[config.mk]
export PLATFORM = sky130hd
export DESIGN_NAME = link_chk_pattern
export DESIGN_NICKNAME = d
export VERILOG_FILES = /design/src/rtl/link_chk_pkg.sv /design/src/rtl/link_chk_pattern.sv
export SDC_FILE = /design/constraint.sdc
export NUM_CORES = 1
export LEC_CHECK = 0
export CORE_MARGIN = 8
export CORE_UTILIZATION = 50
export CTS_BUF_LIST = sky130_fd_sc_hd__clkbuf_4
export DETAILED_ROUTE_END_ITERATION = 12
export GPL_ROUTABILITY_DRIVEN = 0
export PLACE_DENSITY = 0.8
export SYNTH_ARGS = -nofsm -noshare
export SYNTH_HDL_FRONTEND = slang
export SYNTH_SLANG_ARGS = --single-unit
[constraint.sdc]
create_clock -name clk -period 10.2 [get_ports clk]
set_input_delay 1.53 -clock clk [delete_from_list [all_inputs] [get_ports clk]]
set_output_delay 1.53 -clock clk [all_outputs]
set_load 0.02 [all_outputs]
[src/rtl/link_chk_pkg.sv]
// Constants and state encoding shared by the link checker and the sender-side pattern generator.
// No logic; pure declarations.
package link_chk_pkg;

  localparam int                     LINK_DATA_W = 32;
  localparam logic [LINK_DATA_W-1:0] LINK_SEED   = 32'hFFFF_FFFF;

  typedef enum logic [1:0] {
    IDLE  = 2'd0,
    CHECK = 2'd1,
    PASS  = 2'd2,
    FAIL  = 2'd3
  } state_e;

endpackage

[src/rtl/link_chk_pattern.sv]
// Expected-value register of the decrementing test pattern: load to seed, step down, or resync.
// Updates 1 cycle after the control strobe; no backpressure.
module link_chk_pattern
  import link_chk_pkg::*;
#(
  parameter int                DATA_W = LINK_DATA_W,
  parameter logic [DATA_W-1:0] SEED   = DATA_W'(LINK_SEED)
) (
  input  logic              clk,
  input  logic              rst,
  input  logic              load,
  input  logic              step,
  input  logic              resync,
  input  logic [DATA_W-1:0] resync_val,
  output logic [DATA_W-1:0] expected
);

  // Subtraction wraps naturally, so 0 steps to all-ones.
  always_ff @(posedge clk) begin
    if (rst || load) begin
      expected <= SEED;
    end else if (step) begin
      if (resync) begin
        expected <= resync_val - DATA_W'(1);
      end else begin
        expected <= expected - DATA_W'(1);
      end
    end
  end

endmodule

==> flow_metrics.py <==
metrics = {
    "critical_path": {
        "arrival_ns": 4.44,
        "path_max_fanout": 102,
        "crit_buf_inv": 2,
        "crit_family": "compound AO/OA/AOI/OAI gates",
        "critical_path_class": "input port to flop",
        "end_kind": "flop",
        "worstRegToRegCells": 6,
        "crit_path_cell_trace": "buf_2 > buf_4 > or3b_4 > a222oi_1 > o21ai_2 > nor4_2 > mux2i_1 > a22oi_1",
        "cp.depth": 8,
        "crit_path_start_kind": "input port",
        "slowest_stage": "buf_4",
        "rr_startpoint": "expected[5]",
        "required_ns": 10.41,
        "max_stage_delay_ns": 0.67,
        "r2r_setup_slack_ns": 7.48,
        "reg2reg_to": "expected[27]",
    },
    "timing": {
        "fin_skew_ns": 0.01110,
        "layout_setup_ws_ns": 5.970,
        "fmax_ghz": 0.2364,
        "finalCriticalPeriod_ns": 4.230,
        "rsz0062_at_grt": "false",
        "setup_violations": 0,
        "worst_pin_slew_ns": 1.042,
        "fin_crit_sh_pct": 41.47,
        "hold_viol": 0,
        "finalSetupTns_ns": 0,
        "slew_headroom_pct": 30.43,
        "holdWs_ns": 0.5421,
        "slew_violations": 0,
    },
    "logic_synthesis": {
        "avgSynthCellArea_um2": 7.205,
        "synth_top_area_cell": "dfxtp_1",
        "ys_types": 64,
        "ys_seq_area_share_pct": 22.40,
        "synth-main-ff-cell": "dfxtp_1",
        "ys_async_sr_fraction_pct": 0,
        "yosys_warnings": 0,
        "syn_inst": 397,
        "synth_nets": 435,
        "synth_most_common_cell": "nor2_1",
        "synth_area_um2": 2860,
        "synthTopCellsByCount": "nor2_1, nor3_1, nand2_1",
        "yosys_register_bits": 32,
        "synth_edf_count": 0,
        "yosys-top-cells-area": "dfxtp_1, nor3_1, nor2_1",
        "synth_top_area_share_pct": 22.40,
    },
    "cells_and_area": {
        "largest-register": "expected",
        "antenna_cells": 0,
        "largest_reg_flops": 32,
        "final_nets": 489,
        "area_growth_pct": 26.12,
        "largest_registers": "expected x32",
        "fin_util_pct": 65.51,
        "stdcell_count": 523,
        "final_layout_size_suffix_gt1_share_pct": 5.765,
        "fill_cells": 515,
    },
    "detailed_routing": {
        "drt_iter0_markers": 293,
        "wire_per_inst_um": 17.88,
        "ant_nets": 0,
        "finalWirelength_um": 9349,
        "post_drt_via_cell_ratio": 6.373,
        "route.detailed.drc": 0,
        "dr.pass1.iters": 5,
        "num_vias": 3333,
    },
    "placed_design": {
        "hpwlAfterDp_um": 6658,
        "pre_cts_slack_ns": 5.671,
        "dp_cells": 516,
        "io_buffer_count": 68,
    },
    "outcome": {
        "status": "completed",
    },
    "flow_run": {
        "drv_cap": 0,
    },
    "floorplan": {
        "io_pins": 69,
        "initial_utilization_pct": 51.94,
        "fp.dieW_um": 91.64,
        "die_y_um": 91.64,
        "rows": 27,
        "core_um2": 5507,
        "die_area_um2": 8397,
    },
    "power_and_ir_drop": {
        "ir_drop_mv": 0.05353,
        "p_leak_nw": 1.184,
        "p_per_area_nw_per_um2": 78.62,
    },
    "global_route": {
        "grt_pass1_wl_um": 15570,
        "grt_max_degree": 103,
        "antenna_found_initial": 0,
        "grt_overflow_total": 0,
        "grt_pass1_vias": 3193,
        "grt_usage_pct": 21.90,
    },
    "clocking": {
        "postCtsHoldBufs": 0,
        "cts_buffers": 5,
        "cts_max_level": 2,
        "cts_resized": 0,
        "clk_path_buf_depth": 2,
        "postCtsSetupRepairBufs": 0,
        "clock_tree.root_cell": "clkbuf_4",
        "insertion_delay_ns": 0.35,
        "cts_tree": "built",
        "clkSinkCount": 32,
        "clkTransAtPathRegs_ns": 0.11,
    },
    "min_path": {
        "hold_depth": 2,
        "min_to": "expected[0]",
        "hold_class": "flop to flop",
        "hp-start": "expected[0]",
    },
}
-- cell type report --
class	instances	area (um^2)	share of cell area, %
clock buffer	6	45.04	1.249
tap	72	90.09	2.497
timing repair buffer	71	698.2	19.35
sequential	32	640.6	17.76
inverter	5	18.77	0.5203
multi-input combinational	336	2110	58.48
clock inverter	1	5.005	0.1387
-- through the flow --
step           total power, mW  instance area (um^2)
3_5_place_dp            0.2104                  3557
2_1_floorplan           0.1760                  2860
6_report                0.2836                  3607
5_1_grt                 0.2959                  3607
4_1_cts                 0.2860                  3607
3_3_place_gp            0.2091                  3557
-- kinds of logic after synthesis --
kind of cell               after synthesis  share of synthesized area, %
AOI/OAI and AO/OA                      110                         25.59
adders and majority gates                1                        0.4374
buffers and inverters                   29                         3.937
DFF                                     32                         22.40
and+or+nand+nor                        195                         37.62
xor gates and xnor gates                14                         4.287
muxes                                   16                         5.730
-- worst max path at each step --
stage,startpoint,endpoint,slack (ns)
finish,resync,expected[27],5.97
global placement,resync,expected[27],5.80
CTS,resync,expected[27],6.06
floorplan,resync,expected[24],5.57
detailed placement,resync,expected[27],5.67
global route,resync,expected[27],5.80
-- layout by cell type, fill, tap and decap left out, types with 10 or more instances in the layout --
cell type and count:
o21ai_0 26, mux2i_1 13, clkdlybuf4s50_1 67, a21oi_1 18, nor3b_1 14, dfxtp_1 32
nor2_1 43, nor3_1 34, o22ai_1 10, nand2_1 33, a22oi_1 11
-- power breakdown --
group / internal, mW / switching [mW] / total [mW]
clock network: 0.0280 / 0.0469 / 0.0749
registers: 0.128 / 0.00467 / 0.133
logic: 0.0347 / 0.0411 / 0.0758
-- routing by layer --
layer  vias to the layer above  part of all wire, %  global-route usage [%]
met5                         -                    0                       0
met4                         0                  2.2                   8.322
met3                        15                  7.8                   4.645
met2                       160                   47                   35.65
met1                      1544                   43                   27.59
li1                       1614                    -                       -
-- tightest hold or removal path, cell delays in order, from the launching register on --
cell     delay (ns)
dfxtp_1        0.35
nor2_1         0.08
o21ai_0        0.07
No activity file was read; power rests on OpenSTA's default activity.
